[config.mk]
export PLATFORM = sky130hd
export DESIGN_NAME = vexec_issue_sequencer
export DESIGN_NICKNAME = d
export VERILOG_FILES = /design/src/rtl/vexec_issue_sequencer.sv
export SDC_FILE = /design/constraint.sdc
export NUM_CORES = 1
export LEC_CHECK = 0
export BUFFER_PORTS_ARGS = -buffer_cell sky130_fd_sc_hd__clkbuf_2
export CORE_AREA = 2 2 78 61
export CTS_CLUSTER_DIAMETER = 50
export DETAILED_ROUTE_END_ITERATION = 7
export DIE_AREA = 0 0 80 63
export GPL_TIMING_DRIVEN = 1
export PLACE_DENSITY = 0.83
export SYNTH_ARGS = -nofsm -noshare
export SYNTH_HDL_FRONTEND = slang
export SYNTH_SLANG_ARGS = --single-unit
export TNS_END_PERCENT = 30
[constraint.sdc]
create_clock -name clk -period 2.5 [get_ports clk]
set_clock_uncertainty 0.2 [all_clocks]
set_input_delay 0 -clock clk [delete_from_list [all_inputs] [get_ports clk]]
set_output_delay 0 -clock clk [all_outputs]
set_load 0.05 [all_outputs]
[src/rtl/vexec_issue_sequencer.sv]
// vexec_issue_sequencer: splits one vector instruction into LANES-wide beats for the execution unit.
// Optional perf counters (perf_beats, perf_stall) exist only when VEXEC_SEQ_PERF_EN is defined.
module vexec_issue_sequencer #(
    parameter int unsigned LANES = 4,
    parameter int unsigned MAXVL = 64,
    parameter int unsigned OPW   = 8,
    parameter int unsigned REGW  = 5
) (
    input  logic                         clk,
    input  logic                         reset,
    input  logic                         instr_valid,
    output logic                         instr_ready,
    input  logic [OPW-1:0]               instr_op,
    input  logic [REGW-1:0]              instr_vd,
    input  logic [REGW-1:0]              instr_vs1,
    input  logic [REGW-1:0]              instr_vs2,
    input  logic [$clog2(MAXVL+1)-1:0]   instr_vl,
    output logic                         eu_valid,
    input  logic                         eu_ready,
    output logic [OPW-1:0]               eu_op,
    output logic [REGW-1:0]              eu_vd,
    output logic [REGW-1:0]              eu_vs1,
    output logic [REGW-1:0]              eu_vs2,
    output logic [$clog2(MAXVL)-1:0]     eu_elem_base,
    output logic [LANES-1:0]             eu_lane_mask,
    output logic                         eu_last,
    input  logic                         eu_done,
    output logic                         seq_done,
`ifdef VEXEC_SEQ_PERF_EN
    output logic [31:0]                  perf_beats,
    output logic [31:0]                  perf_stall,
`endif
    output logic                         seq_busy
);

    localparam int unsigned VLW = $clog2(MAXVL + 1);
    localparam int unsigned BW  = $clog2(MAXVL);

    localparam logic [1:0] S_IDLE  = 2'd0;
    localparam logic [1:0] S_ISSUE = 2'd1;
    localparam logic [1:0] S_WAIT  = 2'd2;

    logic [1:0]       state, state_n;
    logic [VLW-1:0]   rem, rem_n;
    logic [VLW-1:0]   eff_vl;
    logic [BW-1:0]    base_n;
    logic [LANES-1:0] mask_n;
    logic             last_n;
    logic             valid_n;
    logic             done_n;
    logic             accept;

    // Lanes below n are active; n >= LANES gives a full mask.
    function automatic logic [LANES-1:0] lane_mask(input logic [VLW-1:0] n);
        lane_mask = '0;
        for (int i = 0; i < LANES; i++) begin
            lane_mask[i] = (VLW'(i) < n);
        end
    endfunction

    assign eff_vl = (instr_vl > VLW'(MAXVL)) ? VLW'(MAXVL) : instr_vl;
    assign accept = (state == S_IDLE) && instr_valid;

    // rem holds the elements still to issue, including the beat currently presented.
    always_comb begin
        state_n = state;
        rem_n   = rem;
        base_n  = eu_elem_base;
        mask_n  = eu_lane_mask;
        last_n  = eu_last;
        valid_n = eu_valid;
        done_n  = 1'b0;
        case (state)
            S_IDLE: begin
                if (instr_valid) begin
                    if (eff_vl != '0) begin
                        state_n = S_ISSUE;
                        valid_n = 1'b1;
                        base_n  = '0;
                        rem_n   = eff_vl;
                        mask_n  = lane_mask(eff_vl);
                        last_n  = (eff_vl <= VLW'(LANES));
                    end else begin
                        done_n  = 1'b1;
                    end
                end
            end
            S_ISSUE: begin
                if (eu_ready) begin
                    if (eu_last) begin
                        state_n = S_WAIT;
                        valid_n = 1'b0;
                        last_n  = 1'b0;
                    end else begin
                        rem_n   = rem - VLW'(LANES);
                        base_n  = eu_elem_base + BW'(LANES);
                        mask_n  = lane_mask(rem_n);
                        last_n  = (rem_n <= VLW'(LANES));
                    end
                end
            end
            S_WAIT: begin
                if (eu_done) begin
                    state_n = S_IDLE;
                    done_n  = 1'b1;
                end
            end
            default: state_n = S_IDLE;
        endcase
    end

    always_ff @(posedge clk) begin
        if (reset) begin
            state        <= S_IDLE;
            rem          <= '0;
            instr_ready  <= 1'b1;
            seq_busy     <= 1'b0;
            seq_done     <= 1'b0;
            eu_valid     <= 1'b0;
            eu_last      <= 1'b0;
            eu_elem_base <= '0;
            eu_lane_mask <= '0;
            eu_op        <= '0;
            eu_vd        <= '0;
            eu_vs1       <= '0;
            eu_vs2       <= '0;
        end else begin
            state        <= state_n;
            rem          <= rem_n;
            instr_ready  <= (state_n == S_IDLE);
            seq_busy     <= (state_n != S_IDLE);
            seq_done     <= done_n;
            eu_valid     <= valid_n;
            eu_last      <= last_n;
            eu_elem_base <= base_n;
            eu_lane_mask <= mask_n;
            if (accept) begin
                eu_op  <= instr_op;
                eu_vd  <= instr_vd;
                eu_vs1 <= instr_vs1;
                eu_vs2 <= instr_vs2;
            end
        end
    end

`ifdef VEXEC_SEQ_PERF_EN
    // Saturating beat and stall counters.
    always_ff @(posedge clk) begin
        if (reset) begin
            perf_beats <= '0;
            perf_stall <= '0;
        end else begin
            if (eu_valid && eu_ready && (perf_beats != 32'hFFFF_FFFF)) begin
                perf_beats <= perf_beats + 32'd1;
            end
            if (eu_valid && !eu_ready && (perf_stall != 32'hFFFF_FFFF)) begin
                perf_stall <= perf_stall + 32'd1;
            end
        end
    end
`endif

endmodule

==> flow_summary.yaml, run 1 <==
run_status:
  outcome: "finished clean"
global_routing:
  grt_max_degree: 43
  grt_first_pass_wirelength_mm: 9.239
  track_usage_pct: 23.36
  grt_pass1_vias: 2054
  grt_overflow: 0
  antenna_found_initial: 0
layout:
  n_fill_cell: 361
  diodes: 0
  final_layout_size_suffix_gt1_share_pct: 26.96
  finalInstanceArea_sq_um: 2826
  nets: 384
  area_growth_pct: 39.02
critical_path:
  crit_start: "instr_vl[5]"
  cp_max_fo: 3
  start_kind: "primary input"
  path_class: "primary input to flip-flop"
  rr_startpoint: "state[0]"
  endpoint_kind: "flip-flop"
  critical_path_required_ps: 2500
  cp.arrival_ps: 2430
  ff2ff_path_depth: 5
clock_network:
  cts_max_level: 2
  clk_latency_ps: 300
  tritoncts: "built"
  cts_buffer_depth: 2
  cts.sinks: 45
  cts_buffers: 5
  clockRootBuffer: "clkbuf_8"
  clk_pin_slew_ps: 80
floorplan:
  fp-row-count: 21
  die-area_sq_um: 5040
  start_util_pct: 47.18
  ioPinCount: 73
  die_h_um: 63
  core_sq_um: 4309
  die_w_um: 80
synth:
  synthFlopType: "dfxtp_1"
  yosys_warnings: 0
  async_flop_share_pct: 0
  syn-cell-area_sq_um: 2033
  ys_seq_area_share_pct: 44.31
  synth_top_cell_area_share_pct: 44.31
  synth-seq-cells: 45
  synth_most_common_cell: "nand2_1"
  ys_top_cells_by_count: "nand2_1 (53), dfxtp_1 (45), a21oi_1 (33)"
  synth_top_cell_by_area: "dfxtp_1"
  synth_edf_count: 0
  yosysUniqueCellTypes: 51
  avgSynthCellArea_sq_um: 8.265
  synth.area.top_cells: "dfxtp_1 (44%), nand2_1 (9.8%), a21oi_1 (8.1%)"
  syn_inst: 246
timing:
  slew_headroom_pct: 45.06
  hold_viol_final: 0
  fmax_mhz: 412.5
  holdWs_ps: 27.44
  setup-tns-final_ps: 0
  worst_pin_slew_ps: 824.1
  setup_viol: 0
  period_minus_slack_ps: 2424
  slew_viol_final: 0
  fin_crit_sh_pct: 96.96
hold_path:
  holdPathStages: 5
  hp-class: "primary input to flip-flop"
  hold_path_startpoint: "instr_valid"
routing:
  finalWirelength_mm: 5.615
  postRouteAntennaNets: 0
  first_pass_iters: 4
  vias_per_cell: 5.194
  drt_iter0_markers: 187
  remaining_drc_errors: 0
  via_count: 2088
  avgRoutedWirePerCell_um: 13.97
placement:
  placed_cell_area_sq_um: 2387
  place_congestion: 0.8292
  dp_hpwl_mm: 3.533
  numPortBuffers: 70
power:
  peakVddDrop_v: 0.0003752
  leakage_nw: 1.221
  powerDensity_nw_per_um2: 603.7
run:
  cap_viol_max_count: 0
path summary, 6_finish.rpt:
path | slack, ps | end
max | 80 | seq_done
max reg2reg | 330 | rem[4]
min reg2reg | 260 | eu_op[6]
min | 30 | eu_last
final cells by class:
type / instances / area, sq um / area share (%)
Timing Repair Buffer: 109 / 730.7 / 25.85
Multi-Input combinational cell: 179 / 1027 / 36.34
Tap cell: 57 / 71.32 / 2.523
Inverter: 6 / 22.52 / 0.7968
Sequential cell: 45 / 900.9 / 31.87
Clock buffer: 5 / 68.82 / 2.435
Clock inverter: 1 / 5.005 / 0.1771
layout by cell type, fill, tap and decap left out, drive strengths merged, types with 2 or more instances in the layout:
cell         count
ha               3
dfxtp           45
nor2            22
clkbuf          75
nor3b            2
nand3            2
nand2b           3
buf              4
a211oi           3
mux2i            3
dlygate4sd3     35
a31oi            3
inv              6
nor2b            2
nand2           53
conb             2
nor4             4
o21ai            8
nor3             5
nand3b           2
a21oi           34
xor2             3
a22oi            3
layer usage:
layer  vias up  share of wire, %  global-route usage [%]  wire length, um
met3        21               6.4                   4.191              358
met5         -                 0                       0                0
li1       1041                 -                       -                -
met1       946                41                   28.49             2308
met2        80                49                   38.23             2756
met4         0               3.4                   13.56              191
critical path: stages:
cell and delay, ps:
dlygate4sd3_1 530, clkbuf_2 130, or4_4 510, nor3_2 160, nor4bb_2 290, a21oi_1 70
dlygate4sd3_1 590, nor3_1 150
flip-flops by register name, summed over array words and instances, names as in the netlist:
signal	count
eu_elem_base	4
seq_busy	1
seq_done	1
state	2
rem	7
eu_vd	5
eu_vs1	5
eu_lane_mask	4
eu_last	1
eu_op	8
eu_valid	1
instr_ready	1
eu_vs2	5
kinds of logic (layout without fill, tap and decap cells):
kind of cell | Yosys count | in the layout | synth area share [%]
XOR/XNOR | 4 | 4 | 1.723
flip-flops | 45 | 45 | 44.31
multiplexers | 3 | 3 | 1.477
AO/OA/AOI/OAI | 61 | 61 | 19.02
adder cells (fa/ha/maj) | 3 | 3 | 1.846
other | 1 | 2 | 0.1844
AND/OR/NAND/NOR | 106 | 106 | 25.35
buffers and inverters | 23 | 121 | 6.092
per-stage QoR:
step           worst slack, ps  total power [W]  utilization (%)  instances
6_report                 75.99         0.001706            65.59        402
4_1_cts                  12.14         0.001703            65.24        402
3_3_place_gp             456.1         0.001245            55.40        361
3_5_place_dp             384.4         0.001255            55.40        361
2_1_floorplan            573.3         0.001149                -        247
5_1_grt                 -15.11         0.001787            65.59        402
timing repair:
action                                  CTS  global route
resized for setup                         0             3
buffers inserted                          0             0
hold buffers                             35             0
hold endpoints to repair                 35             0
endpoints found under the setup margin    0             1
power by group:
part / leakage (nW) / switching (W) / internal [W] / total (W)
Sequential: 0.370 / 0.0000419 / 0.000767 / 0.000809
Clock: 0.0399 / 0.000232 / 0.000184 / 0.000416
Combinational: 0.811 / 0.000315 / 0.000166 / 0.000481
Total: 1.22 / 0.000589 / 0.00112 / 0.00171
Power figures use the tool's default switching activity.
==> inputs of run 2 (changes only) <==
--- a/config.mk
+++ b/config.mk
@@ -5,11 +5,12 @@
 export SDC_FILE = /design/constraint.sdc
 export NUM_CORES = 1
 export LEC_CHECK = 0
+export ABC_AREA = 1
 export BUFFER_PORTS_ARGS = -buffer_cell sky130_fd_sc_hd__clkbuf_2
-export CORE_AREA = 2 2 78 61
+export CORE_AREA = 2 2 78 62
 export CTS_CLUSTER_DIAMETER = 50
 export DETAILED_ROUTE_END_ITERATION = 7
-export DIE_AREA = 0 0 80 63
+export DIE_AREA = 0 0 80 64
 export GPL_TIMING_DRIVEN = 1
 export PLACE_DENSITY = 0.83
 export SYNTH_ARGS = -nofsm -noshare
==> run 2 against run 1 <==
  * Sequential share of layout area fell by 0.58 points
  * Largest cell class unchanged
  * Highest routed layer unchanged
  * Core utilization is 1.2 points higher
  * Non-clock buffer count fell by 3
==> flow_summary.yaml, run 2 <==
run_status:
  outcome: "finished clean"
critical_path:
  path_buf_inv: 3
  cp.arrival_ps: 2270
  critical-path-top-delay-family: "buffers and inverters"
  critical_path_required_ps: 2550
  crit_chain: "nor2_1 -> nand2_2 -> clkinv_1 -> buf_4 -> nand4_1 -> a21oi_1 -> dlygate4sd3_1"
  max_stage_delay_ps: 550
  start_kind: "flip-flop"
  endpoint_kind: "flip-flop"
  crit_slowest_cell: "dlygate4sd3_1"
  cp_max_fo: 26
  path_class: "flip-flop to flip-flop"
clock_network:
  cts_buffer_depth: 2
  cts.sinks: 45
  cts_buffers: 5
  clockRootBuffer: "clkbuf_8"
  cts_resized: 0
  clk_pin_slew_ps: 90
  cts_max_level: 2
  tritoncts: "built"
  clk_latency_ps: 310
  post-cts-setup-buffer-count: 0
floorplan:
  fp-row-count: 21
  ioPinCount: 73
  die_w_um: 80
  start_util_pct: 47.88
  die_h_um: 64
  core_sq_um: 4309
  die-area_sq_um: 5120
timing:
  slew_viol_final: 0
  setup-tns-final_ps: 0
  hold_viol_final: 0
  setup_viol: 0
  period_minus_slack_ps: 2217
  worst_pin_slew_ps: 637.6
  fmax_mhz: 451.0
  rsz0062_at_grt: "false"
  fin_crit_sh_pct: 88.69
  holdWs_ps: 42.65
  slew_headroom_pct: 57.05
global_routing:
  antenna_found_initial: 0
  met3_usage_pct: 7.486
  grt_use_met1_pct: 28.42
  grt_overflow: 0
  grtUsageMet2_pct: 36.46
  grt_max_degree: 27
  grt_pass1_vias: 2020
  grt_first_pass_wirelength_mm: 9.039
  track_usage_pct: 22.51
  busiest_layer: "met2"
synth:
  ys_seq_area_share_pct: 43.66
  yosys_warnings: 0
  yosysUniqueCellTypes: 30
  syn_inst: 292
  synth_most_common_cell: "nor2_1"
  synth-seq-cells: 45
  synth_edf_count: 0
  syn-cell-area_sq_um: 2063
  ys_top_cells_by_count: "nor2_1 (73), dfxtp_1 (45), nand2_1 (39)"
  avgSynthCellArea_sq_um: 7.066
  synth_top_cell_by_area: "dfxtp_1"
  async_flop_share_pct: 0
  synth_top_cell_area_share_pct: 43.66
  synthFlopType: "dfxtp_1"
  synth.area.top_cells: "dfxtp_1 (44%), nor2_1 (13%), o21ai_0 (7.5%)"
power:
  peakVddDrop_v: 0.0004355
  fin_total_pwr_w: 0.001980
  p_sw_w: 0.0007212
  pwr-share-clk_pct: 28.2
  seqPwrFrac_pct: 41.9
  swShare_pct: 36.42
  powerDensity_nw_per_um2: 687.7
  combPwrFrac_pct: 29.9
  leakage_nw: 1.397
  intPower_w: 0.001259
layout:
  top_register: "eu_op"
  final_layout_size_suffix_gt1_share_pct: 23.86
  nets: 431
  largestRegisters: "eu_op x8, rem x7"
  layout_commonest_cell: "nor2_1"
  diodes: 0
  layout_common_cells: "nor2_1 (73), clkbuf_2 (70), dfxtp_1 (45)"
  area_growth_pct: 39.54
  n_fill_cell: 362
  largest_register_ffs: 8
  final_core_utilization_pct: 66.81
  instances_no_fill: 451
placement:
  numPortBuffers: 70
  dpl.cell_count: 409
  dp_hpwl_mm: 3.772
  place_congestion: 0.9234
routing:
  first_pass_iters: 4
  remaining_drc_errors: 0
  via_count: 2218
  vias_per_cell: 4.918
  finalWirelength_mm: 5.619
  drt_iter0_markers: 126
  avgRoutedWirePerCell_um: 12.46
  postRouteAntennaNets: 0
hold_path:
  hp-class: "primary input to flip-flop"
run:
  cap_viol_max_count: 0
## run 2: cell types whose count changed in the layout (fill, tap and decap cells not counted), sizes merged, moves of 12 or more
cell   previous run  this run
nor2             22        75
inv               6        26
nand3             2        14
o21ai             8        38
a21oi            34        16
nand2            53        41
## run 2: path summary, 6_finish.rpt
kind                                  start       end  slack, ps  cells past startpoint
worst max register to register     state[0]  seq_done        280                      7
worst max-delay path               state[0]  seq_done        280                      7
worst min-delay path            instr_vl[3]    rem[3]         40                      5
worst min register to register     eu_valid  eu_valid        270                      2
## run 2: stage by stage
stage	setup WS (ps)	instance area, sq um
3_3_place_gp	569.5	2424
2_1_floorplan	812.4	2067
6_report	282.8	2879
3_5_place_dp	499.4	2424
4_1_cts	294.8	2879
5_1_grt	64.85	2879
## run 2: what timing repair did
item,in CTS,in global routing
hold buffers,34,0
endpoints found under the setup margin,0,0
endpoints found under the hold margin,40,0
## run 2: final cells by class
class | count | area, sq um | area share (%)
tap | 57 | 71.32 | 2.477
clock buffer | 5 | 68.82 | 2.390
timing repair buffer | 106 | 705.7 | 24.51
sequential | 45 | 900.9 | 31.29
inverter | 27 | 101.3 | 3.520
clock inverter | 3 | 46.29 | 1.608
multi-input combinational | 208 | 984.7 | 34.20
## run 2: kinds of logic after synthesis
kind of cell    Yosys count  share of synthesized area (%)
compound gates           56                          14.86
xor+xnor                  1                         0.4246
fa+ha+maj                 3                          1.819
buf+inv                  40                          8.792
flops                    45                          43.66
other cells               1                         0.1818
simple gates            146                          30.26
## run 2: worst reg2reg max path, stage by stage (launching register included)
cell           delay (ps)
dfxtp_1               350
nor2_1                140
nand2_2               240
clkinv_1              120
buf_4                 280
nand4_1               140
a21oi_1               150
dlygate4sd3_1         550
## run 2: power groups by stage
stage,Clock [W],Combinational [W],Sequential (W)
after floorplan,0,0.000244,0.00102
after global placement,0,0.000539,0.000842
after detailed placement,0,0.000546,0.000846
after CTS,0.000568,0.000588,0.000829
after global routing,0.000603,0.000647,0.000838
final,0.000558,0.000592,0.000830
## run 2: metal layers
metal  up-vias  share of wire [%]
met3        10                9.4
met2       106                 45
met5         -                  0
li1       1143                  -
met1       959                 45
met4         0                1.1
==> inputs of run 3 (changes only) <==
--- a/config.mk
+++ b/config.mk
@@ -7,12 +7,12 @@
 export LEC_CHECK = 0
 export ABC_AREA = 1
 export BUFFER_PORTS_ARGS = -buffer_cell sky130_fd_sc_hd__clkbuf_2
-export CORE_AREA = 2 2 78 62
+export CORE_AREA = 2 2 81 63
 export CTS_CLUSTER_DIAMETER = 50
 export DETAILED_ROUTE_END_ITERATION = 7
-export DIE_AREA = 0 0 80 64
+export DIE_AREA = 0 0 83 65
 export GPL_TIMING_DRIVEN = 1
-export PLACE_DENSITY = 0.83
+export PLACE_DENSITY = 0.79
 export SYNTH_ARGS = -nofsm -noshare
 export SYNTH_HDL_FRONTEND = slang
 export SYNTH_SLANG_ARGS = --single-unit
==> run 3 against run 2 <==
  * Sequential power is essentially flat
  * Count of clock-buffer cells in the layout grew 1
  * Setup slack gained 23 ps
  * Fmax grew 1.0%
  * Core utilization shrank 5.1 points
  * Global-route usage shrank 1.2 points
  * Final cell count grew 1.1%
  * Routed wire length shrank 3.5%
  * Highest routed layer unchanged
==> flow_summary.yaml, run 3 (synthesis gave the netlist of run 2 again) <==
critical_path:
  critical_path_required_ps: 2480
  endpoint_kind: "flip-flop"
  r2r_end: "instr_ready"
  cp_max_fo: 13
  reg2reg_slack_ps: 310
  rr_startpoint: "state[0]"
  path_class: "flip-flop to flip-flop"
  ff2ff_path_depth: 6
  cp.arrival_ps: 2180
  start_kind: "flip-flop"
clock_network:
  post-cts-setup-buffer-count: 0
  cts_buffer_depth: 2
  clk_pin_slew_ps: 80
  tritoncts: "built"
  cts.sinks: 45
  cts_max_level: 2
  clk_latency_ps: 290
  clockRootBuffer: "clkbuf_8"
  cts_buffers: 5
timing:
  fin_crit_sh_pct: 87.78
  hold_viol_final: 0
  setup_viol: 0
  period_minus_slack_ps: 2195
  setup_ws_ps: 305.5
  slew_viol_final: 0
  setup-tns-final_ps: 0
  slew_headroom_pct: 52.70
  rsz0062_at_grt: "false"
  worst_pin_slew_ps: 708.7
  holdWs_ps: 22.81
  fmax_mhz: 455.7
power:
  fin_total_pwr_w: 0.001990
  leakage_nw: 1.412
  peakVddDrop_v: 0.0003919
  powerDensity_nw_per_um2: 685.1
placement:
  dp_worst_setup_slack_ps: 619.5
  dp_hpwl_mm: 3.771
  place_congestion: 0.9373
  numPortBuffers: 70
global_routing:
  grt_first_pass_wirelength_mm: 9.432
  grt_pass1_vias: 2240
  track_usage_pct: 21.34
  grt_overflow: 0
  grt_max_degree: 28
  antenna_found_initial: 0
routing:
  postRouteAntennaNets: 0
  drt_iter0_markers: 119
  via_count: 2248
  remaining_drc_errors: 0
  vias_per_cell: 4.930
  first_pass_iters: 4
  finalWirelength_mm: 5.425
  avgRoutedWirePerCell_um: 11.90
run_status:
  outcome: "finished clean"
run:
  cap_viol_max_count: 0
floorplan:
  fp-row-count: 22
  die_w_um: 83
  die-area_sq_um: 5395
  ioPinCount: 73
  start_util_pct: 43.83
  die_h_um: 65
  core_sq_um: 4707
layout:
  area_growth_pct: 40.81
  top_register: "eu_op"
  n_fill_cell: 427
  largest_register_ffs: 8
  layout_common_cells: "nor2_1 (73), clkbuf_2 (70), dfxtp_1 (45)"
  multiInputGateArea_sq_um: 984.7
  diodes: 0
  final_layout_size_suffix_gt1_share_pct: 23.99
  register_area_sq_um: 900.9
  layout_commonest_cell: "nor2_1"
  largestRegisters: "eu_op x8, rem x7"
  nets: 433
hold_path:
  holdPathStages: 5
  whs_endpoint: "rem[2]"
  hold_path_startpoint: "instr_vl[2]"
  hp-class: "primary input to flip-flop"
run 3: cell count changes in the layout (fill, tap and decap cells not counted):
cell | before | now
buf_4 | 2 | 3
clkinv_4 | 1 | 0
dlygate4sd3_1 | 34 | 35
clkbuf_8 | 5 | 6
run 3: worst max-delay path, cell delays in order (launching register included):
cell           delay [ps]
dfxtp_1               400
nand2_2               190
inv_1                 320
nand3_1               150
a21oi_1               170
dlygate4sd3_1         590
nor2_1                 60
run 3: through the flow:
step	instances	utilization (%)	cell area, sq um
detailed placement	413	51.73	2435
finish	456	61.72	2905
CTS	456	61.72	2905
global route	456	61.72	2905
global placement	413	51.73	2435
floorplan	293	-	2067
run 3: timing repair:
item	4_1_cts	5_1_grt
gates resized for setup	0	0
hold buffers	35	0
hold endpoints to repair	40	0
run 3: where the power goes:
part | switching [W] | leakage, nW | total (W) | internal [W]
combinational | 0.000418 | 0.982 | 0.000595 | 0.000178
clock | 0.000242 | 0.0574 | 0.000567 | 0.000325
sequential | 0.0000440 | 0.372 | 0.000828 | 0.000784
run 3: final cells by class:
type / instances / share of cell area (%)
clock inverter: 2 / 1.292
tap: 60 / 2.584
inverter: 27 / 3.488
clock buffer: 6 / 2.842
sequential: 45 / 31.01
timing repair buffer: 108 / 24.89
multi-input combinational: 208 / 33.89
run 3: how the worst max path moves through the flow:
stage                      endpoint     start  depth (start not counted)  slack (ps)
finish                  instr_ready  state[0]                          6         310
global route               seq_busy  state[1]                          8         120
CTS                     instr_ready  state[0]                          6         360
detailed placement  eu_lane_mask[2]  state[0]                          7         620
global placement    eu_lane_mask[2]  state[0]                          7         700
floorplan           eu_lane_mask[2]   eu_last                          6         810
run 3: layer usage:
metal / vias to the layer above / track usage [%] / part of all wire, %
li1: 1142 / - / -
met1: 1023 / 25.06 / 45
met2: 70 / 37.50 / 47
met3: 13 / 5.096 / 5.6
met4: 0 / 9.221 / 1.7
met5: - / 0 / 0
